--- src/rtl/ad9866_cfg_pkg.sv ---
// Shared types, register addresses and the power-up register table for the
// AD9866 serial-port sequencer.
package ad9866_cfg_pkg;

    // One register write: 6-bit register address plus 8-bit payload.
    typedef struct packed {
        logic [5:0] addr;
        logic [7:0] data;
    } frame_t;

    localparam logic [5:0] RX_GAIN_ADDR = 6'h09;
    localparam logic [5:0] TX_GAIN_ADDR = 6'h0A;

    localparam int unsigned INIT_LEN_MAX = 32;

    // Sequencer states.
    typedef enum logic [2:0] {
        RST_HOLD,
        RST_WAIT,
        INIT,
        IDLE,
        LOAD,
        SHIFT,
        GAP
    } seq_state_t;

    // Serializer phases.
    typedef enum logic [1:0] {
        SH_IDLE,
        SH_LOAD,
        SH_LOW,
        SH_HIGH
    } shift_phase_t;

    // Owner of the frame currently on the wire; NONE for table writes.
    typedef enum logic [1:0] {
        REQ_NONE,
        REQ_CFG,
        REQ_RX,
        REQ_TX
    } requester_t;

    // Power-up register table. Entry 0 is the soft reset; the rest set up
    // clocking, the RX/TX filters and half-duplex operation. Entries beyond
    // the populated ones rewrite register 0 with its idle value.
    function automatic frame_t init_entry(input logic [4:0] idx);
        frame_t e;
        case (idx)
            5'd0:    e = '{addr: 6'h00, data: 8'h80};  // soft reset
            5'd1:    e = '{addr: 6'h01, data: 8'h54};  // clock source / PLL
            5'd2:    e = '{addr: 6'h02, data: 8'h00};  // clock output setup
            5'd3:    e = '{addr: 6'h04, data: 8'h36};  // RX filter
            5'd4:    e = '{addr: 6'h05, data: 8'h01};  // TX filter
            5'd5:    e = '{addr: 6'h06, data: 8'h00};  // interface mode
            5'd6:    e = '{addr: 6'h07, data: 8'h21};  // half-duplex enable
            5'd7:    e = '{addr: 6'h08, data: 8'h00};  // half-duplex timing
            default: e = '{addr: 6'h00, data: 8'h00};
        endcase
        return e;
    endfunction

    // Wire format, MSB first: write flag (0), address, pad bit (0), data.
    function automatic logic [15:0] spi_word(input logic [5:0] addr,
                                             input logic [7:0] data);
        return {1'b0, addr, 1'b0, data};
    endfunction

endpackage

--- src/rtl/ad9866_spi_shifter.sv ---
// 16-bit MSB-first serializer for the AD9866 3-wire port. A start strobe
// loads the word and drops SEN_N; each bit gets CLK_DIV cycles of SCLK low
// followed by CLK_DIV cycles high. done strobes in the cycle whose edge
// raises SEN_N again.
module ad9866_spi_shifter
    import ad9866_cfg_pkg::*;
#(
    parameter int unsigned CLK_DIV = 16
) (
    input  logic        clk,
    input  logic        reset_n,
    input  logic        start,
    input  logic [15:0] word,
    output logic        done,
    output logic        sclk,
    output logic        sdio,
    output logic        sen_n
);

    localparam logic [7:0] DIV_LAST = 8'(CLK_DIV - 1);

    shift_phase_t phase;
    shift_phase_t phase_next;
    logic [14:0]  shreg;
    logic [3:0]   bit_cnt;
    logic [7:0]   div_cnt;
    logic         div_end;

    // Phase register.
    always_ff @(posedge clk) begin
        if (!reset_n) begin
            phase <= SH_IDLE;
        end else begin
            phase <= phase_next;
        end
    end

    // Phase sequencing and the end-of-frame strobe.
    always_comb begin
        phase_next = phase;
        done       = 1'b0;
        div_end    = (div_cnt == DIV_LAST);
        case (phase)
            SH_IDLE: if (start) phase_next = SH_LOAD;
            SH_LOAD: phase_next = SH_LOW;
            SH_LOW:  if (div_end) phase_next = SH_HIGH;
            SH_HIGH: begin
                if (div_end) begin
                    if (bit_cnt == '0) begin
                        phase_next = SH_IDLE;
                        done       = 1'b1;
                    end else begin
                        phase_next = SH_LOW;
                    end
                end
            end
            default: phase_next = SH_IDLE;
        endcase
    end

    // Pin drivers, shift register and half-period / bit counters.
    // SDIO only moves on the edge that also drives SCLK low.
    always_ff @(posedge clk) begin
        if (!reset_n) begin
            shreg   <= '0;
            bit_cnt <= '0;
            div_cnt <= '0;
            sclk    <= 1'b0;
            sdio    <= 1'b0;
            sen_n   <= 1'b1;
        end else begin
            case (phase)
                SH_IDLE: begin
                    if (start) begin
                        shreg   <= word[14:0];
                        sdio    <= word[15];
                        sen_n   <= 1'b0;
                        sclk    <= 1'b0;
                        div_cnt <= '0;
                        bit_cnt <= 4'd15;
                    end
                end
                SH_LOAD: begin
                    div_cnt <= '0;
                end
                SH_LOW: begin
                    if (div_end) begin
                        sclk    <= 1'b1;
                        div_cnt <= '0;
                    end else begin
                        div_cnt <= div_cnt + 8'd1;
                    end
                end
                SH_HIGH: begin
                    if (div_end) begin
                        sclk    <= 1'b0;
                        div_cnt <= '0;
                        if (bit_cnt == '0) begin
                            sen_n <= 1'b1;
                            sdio  <= 1'b0;
                        end else begin
                            bit_cnt <= bit_cnt - 4'd1;
                            sdio    <= shreg[14];
                            shreg   <= {shreg[13:0], 1'b0};
                        end
                    end else begin
                        div_cnt <= div_cnt + 8'd1;
                    end
                end
                default: ;
            endcase
        end
    end

endmodule

--- src/rtl/ad9866_spi_sequencer.sv ---
// AD9866 configuration controller: drives the chip reset, plays the
// power-up register table, then arbitrates runtime writes from the generic
// config, RX gain and TX gain requesters (fixed priority in that order).
module ad9866_spi_sequencer
    import ad9866_cfg_pkg::*;
#(
    parameter int unsigned CLK_DIV    = 16,
    parameter int unsigned RESET_HOLD = 1024,
    parameter int unsigned INIT_LEN   = 8
) (
    input  logic       AD9866clk,
    input  logic       extreset,
    input  logic       cfg_req,
    input  logic [5:0] cfg_addr,
    input  logic [7:0] cfg_data,
    output logic       cfg_ack,
    input  logic       rx_gain_req,
    input  logic [5:0] rx_gain,
    output logic       rx_gain_ack,
    input  logic       tx_gain_req,
    input  logic [5:0] tx_gain,
    output logic       tx_gain_ack,
    output logic       ad9866_sclk,
    output logic       ad9866_sdio,
    output logic       ad9866_sen_n,
    output logic       ad9866_rst_n,
    output logic       busy,
    output logic       init_done
);

    localparam int unsigned CNT_MAX  = (RESET_HOLD > 2 * CLK_DIV) ? RESET_HOLD : 2 * CLK_DIV;
    localparam int unsigned CNT_W    = $clog2(CNT_MAX + 1);
    localparam logic [CNT_W-1:0] HOLD_LAST = CNT_W'(RESET_HOLD - 1);
    localparam logic [CNT_W-1:0] GAP_LAST  = CNT_W'(2 * CLK_DIV - 1);
    localparam logic [4:0]       IDX_LAST  = 5'(INIT_LEN - 1);

    seq_state_t       state;
    seq_state_t       state_next;
    requester_t       grant;
    requester_t       grant_next;
    logic [CNT_W-1:0] cnt;
    logic [4:0]       idx;
    frame_t           init_frame;

    logic        cnt_clr;
    logic        cnt_inc;
    logic        idx_clr;
    logic        idx_inc;
    logic        set_init_done;
    logic        release_rst;
    logic        ack_pulse;
    logic        start;
    logic [15:0] word;
    logic        shift_done;

    ad9866_spi_shifter #(
        .CLK_DIV (CLK_DIV)
    ) u_shifter (
        .clk     (AD9866clk),
        .reset_n (extreset),
        .start   (start),
        .word    (word),
        .done    (shift_done),
        .sclk    (ad9866_sclk),
        .sdio    (ad9866_sdio),
        .sen_n   (ad9866_sen_n)
    );

    // State register.
    always_ff @(posedge AD9866clk) begin
        if (!extreset) begin
            state <= RST_HOLD;
        end else begin
            state <= state_next;
        end
    end

    // Next state, arbitration and shifter launch; the granted frame is
    // handed to the shifter in the same cycle it is chosen.
    always_comb begin
        state_next    = state;
        grant_next    = grant;
        cnt_clr       = 1'b0;
        cnt_inc       = 1'b0;
        idx_clr       = 1'b0;
        idx_inc       = 1'b0;
        set_init_done = 1'b0;
        release_rst   = 1'b0;
        ack_pulse     = 1'b0;
        start         = 1'b0;
        word          = '0;
        init_frame    = init_entry(idx);
        case (state)
            RST_HOLD: begin
                if (cnt == HOLD_LAST) begin
                    state_next  = RST_WAIT;
                    cnt_clr     = 1'b1;
                    release_rst = 1'b1;
                end else begin
                    cnt_inc = 1'b1;
                end
            end
            RST_WAIT: begin
                if (cnt == HOLD_LAST) begin
                    state_next = INIT;
                    cnt_clr    = 1'b1;
                    idx_clr    = 1'b1;
                end else begin
                    cnt_inc = 1'b1;
                end
            end
            INIT: begin
                start      = 1'b1;
                word       = spi_word(init_frame.addr, init_frame.data);
                grant_next = REQ_NONE;
                state_next = LOAD;
            end
            IDLE: begin
                if (cfg_req) begin
                    start      = 1'b1;
                    word       = spi_word(cfg_addr, cfg_data);
                    grant_next = REQ_CFG;
                    state_next = LOAD;
                end else if (rx_gain_req) begin
                    start      = 1'b1;
                    word       = spi_word(RX_GAIN_ADDR, {2'b01, rx_gain});
                    grant_next = REQ_RX;
                    state_next = LOAD;
                end else if (tx_gain_req) begin
                    start      = 1'b1;
                    word       = spi_word(TX_GAIN_ADDR, {2'b01, tx_gain});
                    grant_next = REQ_TX;
                    state_next = LOAD;
                end
            end
            LOAD: begin
                state_next = SHIFT;
            end
            SHIFT: begin
                if (shift_done) begin
                    state_next = GAP;
                    cnt_clr    = 1'b1;
                    ack_pulse  = 1'b1;
                end
            end
            GAP: begin
                if (cnt == GAP_LAST) begin
                    cnt_clr = 1'b1;
                    if (init_done) begin
                        state_next = IDLE;
                    end else if (idx == IDX_LAST) begin
                        set_init_done = 1'b1;
                        state_next    = IDLE;
                    end else begin
                        idx_inc    = 1'b1;
                        state_next = INIT;
                    end
                end else begin
                    cnt_inc = 1'b1;
                end
            end
            default: state_next = RST_HOLD;
        endcase
    end

    // Counters, grant owner and registered outputs.
    always_ff @(posedge AD9866clk) begin
        if (!extreset) begin
            cnt          <= '0;
            idx          <= '0;
            grant        <= REQ_NONE;
            cfg_ack      <= 1'b0;
            rx_gain_ack  <= 1'b0;
            tx_gain_ack  <= 1'b0;
            init_done    <= 1'b0;
            ad9866_rst_n <= 1'b0;
            busy         <= 1'b1;
        end else begin
            if (cnt_clr) begin
                cnt <= '0;
            end else if (cnt_inc) begin
                cnt <= cnt + CNT_W'(1);
            end
            if (idx_clr) begin
                idx <= '0;
            end else if (idx_inc) begin
                idx <= idx + 5'd1;
            end
            grant       <= grant_next;
            cfg_ack     <= ack_pulse && (grant == REQ_CFG);
            rx_gain_ack <= ack_pulse && (grant == REQ_RX);
            tx_gain_ack <= ack_pulse && (grant == REQ_TX);
            if (set_init_done) begin
                init_done <= 1'b1;
            end
            if (release_rst) begin
                ad9866_rst_n <= 1'b1;
            end
            busy <= (state_next != IDLE);
        end
    end

endmodule

--- config.mk ---
export PLATFORM = sky130hd
export DESIGN_NAME = ad9866_spi_sequencer
export DESIGN_NICKNAME = d
export VERILOG_FILES = /design/src/rtl/ad9866_cfg_pkg.sv /design/src/rtl/ad9866_spi_shifter.sv /design/src/rtl/ad9866_spi_sequencer.sv
export SDC_FILE = /design/constraint.sdc
export NUM_CORES = 1
export LEC_CHECK = 0
export ABC_AREA = 1
export BUFFER_PORTS_ARGS = -buffer_cell sky130_fd_sc_hd__buf_2
export CAP_MARGIN = 20
export CORE_UTILIZATION = 59
export DETAILED_ROUTE_END_ITERATION = 8
export PLACE_DENSITY = 0.81
export SYNTH_ARGS = -nofsm -noshare
export SYNTH_HDL_FRONTEND = slang
export SYNTH_SLANG_ARGS = --single-unit
--- constraint.sdc ---
create_clock -name AD9866clk -period 2.92 [get_ports AD9866clk]
set_input_delay 0.292 -clock AD9866clk [delete_from_list [all_inputs] [get_ports AD9866clk]]
set_output_delay 0.292 -clock AD9866clk [all_outputs]
set_load 0.02 [all_outputs]
Yosys cells after proc, flatten, opt, wreduce, memory -nomap -nowiden
Memory sizes are Yosys's and may differ from the RTL's. A register that Yosys moved wholly into a read port is not among the register bits.
Index checks and enable logic that the tools add are counted.
{"block": "word_totals", "ff_bits": 59, "latchBits": 0, "ram_bits": 0, "rom_bits": 88, "in_bits": 31, "wordCells": 139, "n_memories": 1}
{"block": "classes", "addsub": 4, "n_mul": 0, "div_mod_pow": 0, "n_lt_le_gt_ge": 0, "n_eq_ne": 23, "shifts": 0, "mux": 73, "bitwise_logic": 1, "reduce_logical": 20}
{"memory": "(no name shown)", "words": 8, "word_bits": 11, "rd": 1, "rd_ports_with_merged_regs": 1, "wr": 0, "line": "ad9866_cfg_pkg.sv:48", "rtl": "case (idx)"}
{"cell": "15-bit two-way mux", "count": 4}
{"cell": "15-bit case mux with 2 select lines", "count": 2}
{"cell": "1-bit two-way mux", "count": 32}
{"cell": "3-bit two-way mux", "count": 9}
{"cell": "13-bit two-way mux", "count": 2}
{"cell": "8-bit case mux with 3 select lines", "count": 1}
{"cell": "3-bit case mux with 7 select lines", "count": 1}
{"cell": "8-bit two-way mux", "count": 2}
{"cell": "14-bit two-way mux", "count": 1}
{"cell": "2-bit two-way mux", "count": 7}
{"cell": "4-bit two-way mux", "count": 3}
{"cell": "4-bit AND reduction", "count": 3}
{"cell": "11-bit by 1-bit adder with 11-bit output (second input constant)", "count": 1}
{"cell": "11-bit by 10-bit == test with 1-bit output (second input constant)", "count": 1}
{"cell": "11-bit by 5-bit == test with 1-bit output (second input constant)", "count": 1}
{"cell": "3-bit == test (second input constant)", "count": 3}
{"cell": "8-bit by 1-bit adder with 8-bit output (second input constant)", "count": 1}
{"cell": "2-bit == test (second input constant)", "count": 4}
{"cell": "8-bit by 4-bit == test with 1-bit output (second input constant)", "count": 1}
{"cell": "1-bit case mux with 2 select lines", "count": 4}
{"cell": "2-bit case mux with 4 select lines", "count": 1}
{"cell": "4-bit case mux with 2 select lines", "count": 1}
{"cell": "2-bit OR reduction", "count": 4}
{"cell": "3-bit by 2-bit == test with 1-bit output (second input constant)", "count": 2}
{"cell": "other kinds (20)", "count": 30}

Logic depth before layout (Yosys ltp)
Gate-level depths: netlist (run 1).
{"block": "depth", "ltp_word": 7, "ltp_mapped": 13}

Hierarchy
Synthesis (run 1) repeated with hierarchy kept, for this count alone.
{"block": "hier_totals", "hier_cells": 591, "hier_area_um2": 3915.0}
{"mod": "ad9866_spi_sequencer", "n_inst": 1, "cells_each": 323, "area_per_inst_um2": 2178.3, "seq_area_each_um2": 740.7}
{"mod": "ad9866_spi_shifter", "n_inst": 1, "cells_each": 268, "area_per_inst_um2": 1736.7, "seq_area_each_um2": 640.6}

Worst setup path before layout (run 1)
OpenSTA, ideal clock, no wires.
{"block": "synth_timing", "kind": "register -> register", "start": "register cnt[0]", "end": "register with a tool-made name", "setup_time_ns": 0.058, "arrival_time_ns": 1.973, "required_ns": 2.862, "path_slack_ns": 0.889, "stages_incl_launch_ff": 14, "cell_sequence": "dfxtp_1 -> ha_1 -> nand2_2 -> nor2_4 -> nand3_4 -> nor2_8 -> nand3_2 -> nand2_1 -> nand2_1 -> nand2_2 -> inv_2 -> ha_1 -> nand3b_1 -> nand2_1"}
{"item": "start: declaration", "line": "ad9866_spi_sequencer.sv:41", "rtl": "logic [CNT_W-1:0] cnt;"}
{"item": "start signal: assignment", "line": "ad9866_spi_sequencer.sv:182", "rtl": "cnt <= cnt + CNT_W'(1);"}

==> impl_metrics.csv, run 1 <==
group,metric,value,unit
worst_setup_path,path_class,"flop to flop",
detailed_routing,vias,3566,
run,drv_cap,0,
logic_synthesis,syn_area,0.00378,mm^2
grt,track_usage,25.4,%
worst_setup_path,critical_path.max_fanout,8,
grt,grt_max_degree,25,
worst_setup_path,reg2reg_from,"cnt[0]$_SDFFE_PP0P_",
finish,syn_to_final_growth,9.50,%
finish,fin_area,0.00414,mm^2
power,p_per_area,477,mW/mm^2
worst_setup_path,crit_family,"simple AND/OR/NAND/NOR gates",
finish,multiInputGateArea,0.00203,mm^2
hold_path,hold_path_class,"input pin to flop",
worst_setup_path,rrSetupSlack,0.57,ns
hold_path,hold_path_startpoint,"cfg_addr[4]",
worst_setup_path,crit_cells,11,
worst_setup_path,worstSetupEndpointType,"flop",
status,outcome,"completed",
clocking,cts-htree-levels,3,
clocking,cts-root-buf,"clkbuf_8",
worst_setup_path,startpoint,"cnt[0]$_SDFFE_PP0P_",
worst_setup_path,cpMaxStageDelayCell,"dfxtp_1",
clocking,hold_buffers,0,
hold_path,whs_path_depth,5,
clocking,cts_tree,"done",
clocking,path_clk_slew,0.07,ns
finish,register_area,0.00138,mm^2
logic_synthesis,avgSynthCellArea,6.81,um^2
placed_design,hpwl,5.91,mm
floorplanning,num_rows,28,
finish,final_common_cell,"nand2_1",
sta,finClkSkew,0.0107,ns
worst_setup_path,crit_path_cell_trace,"ha_1, nand2_2, nor2_4, nand3_1, o21ai_2, inv_2, nand3_2, inv_1, ha_1, nand3b_1, nand2_1",
detailed_routing,route.detailed.drc,0,
clocking,post_cts_resized,0,
power,total_power,1.97,mW
detailed_routing,route.met3.wl,340,um
worst_setup_path,slowest_delay,0.43,ns
sta,setup_tns,0,ns
placed_design,postPlaceCellArea,0.00397,mm^2
grt,antenna_found_initial,0,
worst_setup_path,cp.required,3.20,ns
placed_design,place.gp.congestion,0.882,
detailed_routing,dr_wl_met2,3.82,mm
worst_setup_path,r2r_cells,11,
clocking,cts_buffer_depth,2,
detailed_routing,viasPerCell,5.34,
sta,post-route-min-period,2.35,ns
floorplanning,initial_core_util,62.4,%
worst_setup_path,crit_arrival,2.63,ns
floorplanning,die_y,82.1,um
grt,grt_pass1_wl,13.1,mm
placed_design,numPortBuffers,39,
sta,grt_setup_unrepaired,"no",
sta,hold_violations,0,
detailed_routing,wl_per_cell,12.0,um
finish,n_antenna_cell,0,
logic_synthesis,synth_seq_area_share,36.5,%
floorplanning,die_area,0.00673,mm^2
power,vdd_drop_max,384,uV
logic_synthesis,yosys_register_bits,69,
worst_setup_path,path_buf_inv,2,
sta,maxSlewHeadroom,47.9,%
sta,fmax,426,MHz
grt,grt_pass1_vias,2966,
logic_synthesis,ys.warnings.count,0,
detailed_routing,drt_iter0_drc,215,
detailed_routing,ant_nets,0,
floorplanning,io_pins,40,
worst_setup_path,crit_top_cell,"ha_1",
floorplanning,die_w,82.1,um
finish,fill_cells,534,
finish,drive_above_1_share,15.3,%
detailed_routing,met1_length,3.67,mm
finish,fin_cells,668,
floorplanning,core,0.00606,mm^2
detailed_routing,wl,7.99,mm
sta,tightest_slew,0.781,ns
clocking,cts_sinks,69,
detailed_routing,firstDrtPassIters,5,
clocking,post-cts-setup-buffers,0,
sta,maxSlewViolCount,0,
finish,mostFrequentLayoutCells,"160 x nand2_1, 69 x dfxtp_1, 63 x inv_1, 46 x nor2_1, 46 x nand3_1",
sta,fin_crit_sh,80.4,%
logic_synthesis,ys_types,37,
clocking,numCtsBuffers,9,
clocking,clk-insertion-delay-late,0.34,ns
detailed_routing,highest_layer,"met4",
grt,grt-ovfl-total,0,
finish,nets,631,
placed_design,dp.cells,655,
power,p_leak,1.95,nW
sta,setup_viol,0,
placed_design,pre_cts_slack,0.626,ns
sta,setup_ws,0.572,ns
logic_synthesis,syn_nets,595,
logic_synthesis,synthCells,555,
worst_setup_path,start_kind,"flop",
==> power breakdown <==
part | switching, mW | leakage, nW | internal, mW | total [mW]
Sequential | 0.0319 | 0.557 | 0.994 | 1.03
Clock | 0.325 | 0.0864 | 0.364 | 0.689
Combinational | 0.170 | 1.30 | 0.0893 | 0.260
Total | 0.527 | 1.95 | 1.45 | 1.97
==> logic make-up (layout without fill, tap and decap cells) <==
kind of cell	after synthesis	after routing	synth area share, %
XOR/XNOR	11	11	2.75
flip-flops	69	69	36.5
adder cells (fa/ha/maj)	9	9	2.98
multiplexers	2	2	0.529
buffers and inverters	85	123	9.86
AND/OR/NAND/NOR	304	304	36.7
AO/OA/AOI/OAI	75	75	10.6
==> per-stage QoR <==
stage / utilization (%) / hold slack [ns]
after floorplan: - / 0.422
after global placement: 65.3 / 0.433
after detailed placement: 65.5 / 0.449
after CTS: 68.3 / 0.297
after global routing: 68.3 / 0.366
final: 68.3 / 0.303
==> worst min-delay path by stage <==
stage                                        endpoint
finish               u_shifter.shreg[13]$_SDFFE_PN0P_
global route         u_shifter.shreg[13]$_SDFFE_PN0P_
floorplan                      rx_gain_ack$_SDFF_PN0_
CTS                  u_shifter.shreg[13]$_SDFFE_PN0P_
detailed placement  u_shifter.bit_cnt[0]$_SDFFE_PN0P_
global placement    u_shifter.bit_cnt[0]$_SDFFE_PN0P_
==> cells in the mapped netlist <==
| cell type | number | area (um^2) |
|---|---|---|
| nand3b_1 | 5 | 37.5 |
| inv_2 | 7 | 26.3 |
| buf_1 | 1 | 3.75 |
| a31o_2 | 1 | 8.76 |
| o21ai_0 | 22 | 110 |
| nor4_1 | 1 | 6.26 |
| nor2_2 | 5 | 31.3 |
| ha_1 | 9 | 113 |
| a22oi_1 | 1 | 7.51 |
| nand2_2 | 7 | 43.8 |
| nor2_1 | 46 | 173 |
| xor2_1 | 10 | 87.6 |
| clkbuf_1 | 5 | 18.8 |
| nand3_2 | 6 | 60.1 |
| buf_2 | 1 | 5.00 |
| nor3_4 | 1 | 16.3 |
| a31oi_1 | 1 | 6.26 |
| nand3_1 | 46 | 230 |
| nand3_4 | 1 | 17.5 |
| inv_1 | 63 | 236 |
| xor2_2 | 1 | 16.3 |
| dfxtp_1 | 69 | 1380 |
| buf_4 | 2 | 15.0 |
| mux2i_1 | 2 | 20.0 |
| nor3_1 | 11 | 55.1 |
| o21ai_2 | 3 | 26.3 |
| buf_6 | 6 | 67.6 |
| or2_2 | 3 | 18.8 |
| a21oi_1 | 37 | 185 |
| nor2_8 | 1 | 20.0 |
| nor2_4 | 2 | 22.5 |
| nand2_1 | 160 | 601 |
| nand4_1 | 7 | 43.8 |
| o21ai_1 | 7 | 35.0 |
| o211ai_1 | 2 | 15.0 |
| and3_1 | 2 | 12.5 |
| o31ai_1 | 1 | 7.51 |
==> worst min-delay path, delay by kind of cell <==
kind / cells / cell delay (ns)
simple gates: 4 / 0.25
buf+inv: 1 / 0.07
==> layer usage <==
| layer | vias up | track usage, % |
|---|---|---|
| met5 | - | 0 |
| li1 | 1844 | - |
| met2 | 78 | 41.7 |
| met3 | 15 | 5.11 |
| met1 | 1629 | 32.4 |
| met4 | 0 | 10.5 |
==> cell type report <==
type	instances	area share, %
clock buffers	12	3.99
clock inverters	1	0.181
inverters	70	6.35
multi-input cells	401	49.0
flip-flops and latches	69	33.4
well taps	75	2.27
repair buffers	40	4.90
No activity file was read; power rests on OpenSTA's default activity.
==> inputs of run 2 (changes only) <==
==> constraint.sdc (replaced) <==
create_clock -name AD9866clk -period 2.22 [get_ports AD9866clk]
set_input_delay 0.222 -clock AD9866clk [delete_from_list [all_inputs] [get_ports AD9866clk]]
set_output_delay 0.222 -clock AD9866clk [all_outputs]
set_load 0.02 [all_outputs]
==> impl_metrics.csv, run 2 (synthesized netlist as in run 1, its figures left out) <==
group,metric,value,unit
grt,grt_pass1_vias,3068,
finish,register_area,0.00138,mm^2
grt,antenna_found_initial,0,
power,vdd_drop_max,456,uV
clocking,cts-root-buf,"clkbuf_8",
power,power_frac_comb,13.9,%
detailed_routing,ant_nets,0,
finish,mostFrequentLayoutCells,"160 x nand2_1, 67 x dfxtp_1, 63 x inv_1, 46 x nor2_1, 45 x nand3_1",
power,power_switching_share,27.6,%
floorplanning,initial_core_util,62.4,%
placed_design,postPlaceCellArea,0.00398,mm^2
floorplanning,io_pins,40,
worst_setup_path,reg2reg_from,"cnt[1]$_SDFFE_PP0P_",
detailed_routing,firstDrtPassIters,5,
worst_setup_path,startpoint,"cnt[1]$_SDFFE_PP0P_",
power,p_sw,0.717,mW
finish,syn_to_final_growth,11.2,%
detailed_routing,drt_iter0_drc,246,
hold_path,hold_path_startpoint,"cfg_addr[4]",
placed_design,hpwl,5.95,mm
power,p_per_area,618,mW/mm^2
sta,post-route-min-period,2.13,ns
sta,finClkSkew,0.00517,ns
finish,fin_cells,675,
detailed_routing,wl,8.33,mm
grt,grt-ovfl-total,0,
sta,fmax,470,MHz
floorplanning,num_rows,28,
worst_setup_path,path_class,"flop to flop",
grt,grt_pass1_wl,13.2,mm
hold_path,hold_path_class,"input pin to flop",
grt,grt_max_degree,25,
clocking,numCtsBuffers,9,
placed_design,numPortBuffers,39,
detailed_routing,route.detailed.drc,0,
power,p_int,1.88,mW
floorplanning,die_w,82.1,um
clocking,cts_sinks,69,
sta,maxSlewViolCount,0,
finish,multiInputGateArea,0.00205,mm^2
sta,hold_violations,0,
finish,fin_area,0.00421,mm^2
worst_setup_path,start_kind,"flop",
finish,nets,637,
sta,fin_crit_sh,95.8,%
placed_design,place.gp.congestion,0.932,
grt,track_usage,25.7,%
clocking,cts_buffer_depth,2,
placed_design,dp.cells,657,
status,outcome,"completed",
finish,final_common_cell,"nand2_1",
finish,drive_above_1_share,16.8,%
worst_setup_path,crit_arrival,2.41,ns
run,drv_cap,0,
sta,tightest_slew,0.793,ns
clocking,hold_buffers,0,
detailed_routing,viasPerCell,5.28,
sta,setup_viol,0,
finish,fill_cells,521,
worst_setup_path,worstSetupEndpointType,"flop",
floorplanning,die_area,0.00673,mm^2
floorplanning,die_y,82.1,um
clocking,path_clk_slew,0.07,ns
power,total_power,2.60,mW
detailed_routing,wl_per_cell,12.3,um
detailed_routing,vias,3565,
worst_setup_path,cp.required,2.51,ns
power,clkPwrFrac,34.3,%
power,pwr-share-seq,51.8,%
clocking,clk-insertion-delay-late,0.34,ns
worst_setup_path,critical_path.max_fanout,7,
clocking,cts_tree,"done",
clocking,cts-htree-levels,3,
finish,n_antenna_cell,0,
floorplanning,core,0.00606,mm^2
power,p_leak,1.98,nW
sta,maxSlewHeadroom,47.1,%
[run 2: area by class of cell]
cell class / instances / share of cell area (%)
Multi-Input combinational cell: 401 / 48.8
Sequential cell: 69 / 32.9
Inverter: 70 / 6.25
Timing Repair Buffer: 46 / 5.89
Clock buffer: 12 / 3.69
Tap cell: 75 / 2.23
Clock inverter: 2 / 0.238
[run 2: critical path: stages, from the launching register on]
cell and delay [ns]:
dfxtp_2 0.36, ha_4 0.15, nand2_2 0.07, nor2_4 0.22, nand3_4 0.13, nor2_8 0.18, nand3_4 0.12, nand2_1 0.09
nand2_1 0.08, nand2_2 0.09, inv_2 0.06, ha_1 0.26, nand3b_1 0.16, nand2_1 0.08
[run 2: worst paths after layout]
check / cells past startpoint / slack [ns] / end
hold reg to reg: 2 / 0.46 / u_shifter.shreg[0]$_SDFFE_PN0P_
setup reg to reg: 13 / 0.09 / flop
setup / recovery: 13 / 0.09 / flop
hold / removal: 5 / 0.23 / u_shifter.shreg[13]$_SDFFE_PN0P_
[run 2: timing repair]
item | in CTS | in global routing
buffers inserted | 0 | 4
resized for setup | 0 | 6
setup endpoints to repair | 0 | 6
[run 2: power by group through the flow]
stage | clock network [mW] | logic (mW) | registers (mW)
2_1_floorplan | 0 | 0.277 | 1.37
3_3_place_gp | 0 | 0.341 | 1.37
3_5_place_dp | 0 | 0.355 | 1.37
4_1_cts | 0.908 | 0.357 | 1.34
5_1_grt | 0.953 | 0.407 | 1.35
6_report | 0.892 | 0.360 | 1.35
[run 2: routing by layer]
metal,routed length (um),GRT usage [%],up-vias
met5,0,0,-
met4,108,8.25,0
li1,-,-,1861
met3,408,7.33,15
met2,3920,41.7,88
met1,3890,32.6,1601
[run 2: metrics by stage]
| stage | util [%] | TNS, ns | hold slack, ns | setup slack (ns) |
|---|---|---|---|---|
| after floorplan | - | 0 | 0.374 | 0.189 |
| after global placement | 65.7 | 0 | 0.438 | 0.202 |
| after detailed placement | 65.7 | 0 | 0.452 | 0.0945 |
| after CTS | 68.4 | 0 | 0.217 | 0.0367 |
| after global routing | 69.4 | -0.0448 | 0.244 | -0.0419 |
| final | 69.4 | 0 | 0.226 | 0.0942 |
==> inputs of run 3 (changes only) <==
--- a/config.mk
+++ b/config.mk
@@ -7,10 +7,11 @@
 export LEC_CHECK = 0
 export ABC_AREA = 1
 export BUFFER_PORTS_ARGS = -buffer_cell sky130_fd_sc_hd__buf_2
-export CAP_MARGIN = 20
 export CORE_UTILIZATION = 59
 export DETAILED_ROUTE_END_ITERATION = 8
 export PLACE_DENSITY = 0.81
+export SKIP_CTS_REPAIR_TIMING = 1
 export SYNTH_ARGS = -nofsm -noshare
 export SYNTH_HDL_FRONTEND = slang
+export SYNTH_HIERARCHICAL = 1
 export SYNTH_SLANG_ARGS = --single-unit
==> impl_metrics.csv, run 3 <==
group,metric,value,unit
sta,hold_violations,0,
finish,fin_cells,719,
finish,drive_above_1_share,16.0,%
grt,grt_pass1_vias,3479,
logic_synthesis,yosys_register_bits,69,
detailed_routing,highest_layer,"met4",
sta,maxSlewViolCount,0,
detailed_routing,ant_nets,0,
sta,holdWs,0.284,ns
logic_synthesis,synth.top_cells.by_area,"dfxtp_1 35%, nand2_1 16%, nor2_1 7.8%",
sta,post-route-min-period,2.02,ns
placed_design,place.gp.congestion,0.904,
grt,antenna_found_initial,0,
floorplanning,die_w,83.5,um
grt,track_usage,25.8,%
hold_path,hold_path_class,"input pin to flop",
logic_synthesis,syn_area,0.00392,mm^2
power,p_per_area,822,mW/mm^2
finish,nets,676,
worst_setup_path,cp.required,2.51,ns
detailed_routing,firstDrtPassIters,4,
finish,mostFrequentLayoutCells,"166 x nand2_1, 81 x nor2_1, 75 x inv_1, 68 x dfxtp_1, 46 x nand3_1",
detailed_routing,drt_iter0_drc,164,
finish,syn_to_final_growth,12.4,%
floorplanning,num_rows,29,
placed_design,hpwl,6.27,mm
placed_design,dp.cells,703,
floorplanning,core,0.00639,mm^2
sta,finClkSkew,0.00817,ns
detailed_routing,vias,3748,
logic_synthesis,synth_seq_area_share,35.3,%
worst_setup_path,path_class,"flop to flop",
clocking,cts_sinks,69,
worst_setup_path,crit_top_cell,"nand3_1",
logic_synthesis,synth.top_cell.area_share,35.3,%
clocking,cts-htree-levels,3,
floorplanning,die_y,83.5,um
worst_setup_path,crit_family,"simple AND/OR/NAND/NOR gates",
finish,final_common_cell,"nand2_1",
finish,n_antenna_cell,0,
logic_synthesis,ys.warnings.count,6,
sta,setup_tns,0,ns
logic_synthesis,avgSynthCellArea,6.62,um^2
clocking,clk-insertion-delay-late,0.34,ns
logic_synthesis,async_flop_share,0,%
worst_setup_path,cpMaxStageDelayCell,"dfxtp_1",
clocking,path_clk_slew,0.07,ns
sta,fin_crit_sh,90.8,%
worst_setup_path,start_kind,"flop",
worst_setup_path,worstSetupEndpointType,"flop",
clocking,cts-root-buf,"clkbuf_8",
floorplanning,die_area,0.00697,mm^2
worst_setup_path,crit_arrival,2.30,ns
power,p_leak,2.15,nW
worst_setup_path,slowest_delay,0.38,ns
worst_setup_path,crit_path_cell_trace,"ha_2, nand2_2, inv_2, nand3_2, nor2_2, nand3_1, nand2_1, nand3_1, inv_2, ha_1, inv_1, nand3_1, nand2_1",
sta,setup_viol,0,
detailed_routing,route.detailed.drc,0,
grt,grt_pass1_wl,14.8,mm
run,drv_cap,0,
grt,grt-ovfl-total,0,
detailed_routing,dr_wl_met2,4.01,mm
detailed_routing,wl,8.39,mm
sta,grt_setup_unrepaired,"no",
placed_design,numPortBuffers,39,
sta,fmax,496,MHz
status,outcome,"completed",
floorplanning,initial_core_util,61.3,%
logic_synthesis,synth.largest_area_cell,"dfxtp_1",
logic_synthesis,synth_common_cells,"166 x nand2_1, 81 x nor2_1, 76 x inv_1",
detailed_routing,wl_per_cell,11.7,um
logic_synthesis,yosysMostFrequentCell,"nand2_1",
detailed_routing,met1_length,3.85,mm
clocking,numCtsBuffers,9,
grt,grt_max_degree,36,
clocking,cts_buffer_depth,2,
power,total_power,3.62,mW
worst_setup_path,critical_path.max_fanout,4,
logic_synthesis,synthCells,591,
detailed_routing,route.met3.wl,377,um
detailed_routing,viasPerCell,5.21,
logic_synthesis,ys_types,46,
logic_synthesis,ys.flop_type,"dfxtp_1",
logic_synthesis,synth_edf_count,0,
worst_setup_path,path_buf_inv,3,
power,vdd_drop_max,640,uV
floorplanning,io_pins,40,
clocking,cts_tree,"done",
-- run 3: worst register-to-register path: stages, from the launching register on --
cell,delay (ns)
dfxtp_1,0.38
ha_2,0.23
nand2_2,0.09
inv_2,0.09
nand3_2,0.10
nor2_2,0.15
nand3_1,0.11
nand2_1,0.11
nand3_1,0.15
inv_2,0.11
ha_1,0.22
inv_1,0.07
nand3_1,0.09
nand2_1,0.08
-- run 3: report_power, final --
part | switching [mW] | total [mW] | internal (mW)
sequential | 0.0899 | 1.51 | 1.42
combinational | 0.663 | 1.00 | 0.339
clock | 0.472 | 1.10 | 0.633
total | 1.22 | 3.62 | 2.39
-- run 3: layer usage --
metal | vias up | track usage, %
met4 | 0 | 9.86
met1 | 1678 | 33.0
li1 | 1966 | -
met5 | - | 0
met3 | 14 | 3.36
met2 | 90 | 44.3
-- run 3: worst paths after layout --
path,from,to,slack (ns),depth (start not counted)
hold reg to reg,grant[1]$_SDFFE_PN0P_,cfg_ack$_SDFF_PN0_,0.44,1
hold / removal,extreset,ad9866_rst_n$_SDFFE_PN0P_,0.28,3
setup / recovery,cnt[1]$_SDFFE_PP0P_,flop,0.20,13
setup reg to reg,cnt[1]$_SDFFE_PP0P_,flop,0.20,13
-- run 3: area by class of cell --
type | instances | area (um^2)
Fill cell | 513 | 1980
Inverter | 87 | 327
Clock buffer | 10 | 128
Clock inverter | 6 | 87.6
Tap cell | 77 | 96.3
Timing Repair Buffer | 48 | 263
Sequential cell | 69 | 1380
Multi-Input combinational cell | 422 | 2120
-- run 3: kinds of logic after synthesis --
family | after synthesis | synth area share [%]
AO/OA/AOI/OAI | 62 | 10.1
XOR/XNOR | 7 | 1.57
adder cells (fa/ha/maj) | 8 | 2.56
buffers and inverters | 101 | 10.8
flip-flops | 69 | 35.3
other | 1 | 0.0958
AND/OR/NAND/NOR | 343 | 39.7
-- run 3: per-stage QoR --
step / util (%) / instance area [um^2] / setup WS, ns
2_1_floorplan: - / 3920 / 0.330
3_3_place_gp: 65.5 / 4180 / 0.255
3_5_place_dp: 65.5 / 4180 / 0.181
4_1_cts: 68.9 / 4400 / 0.123
5_1_grt: 68.9 / 4400 / 0.0258
6_report: 68.9 / 4400 / 0.204
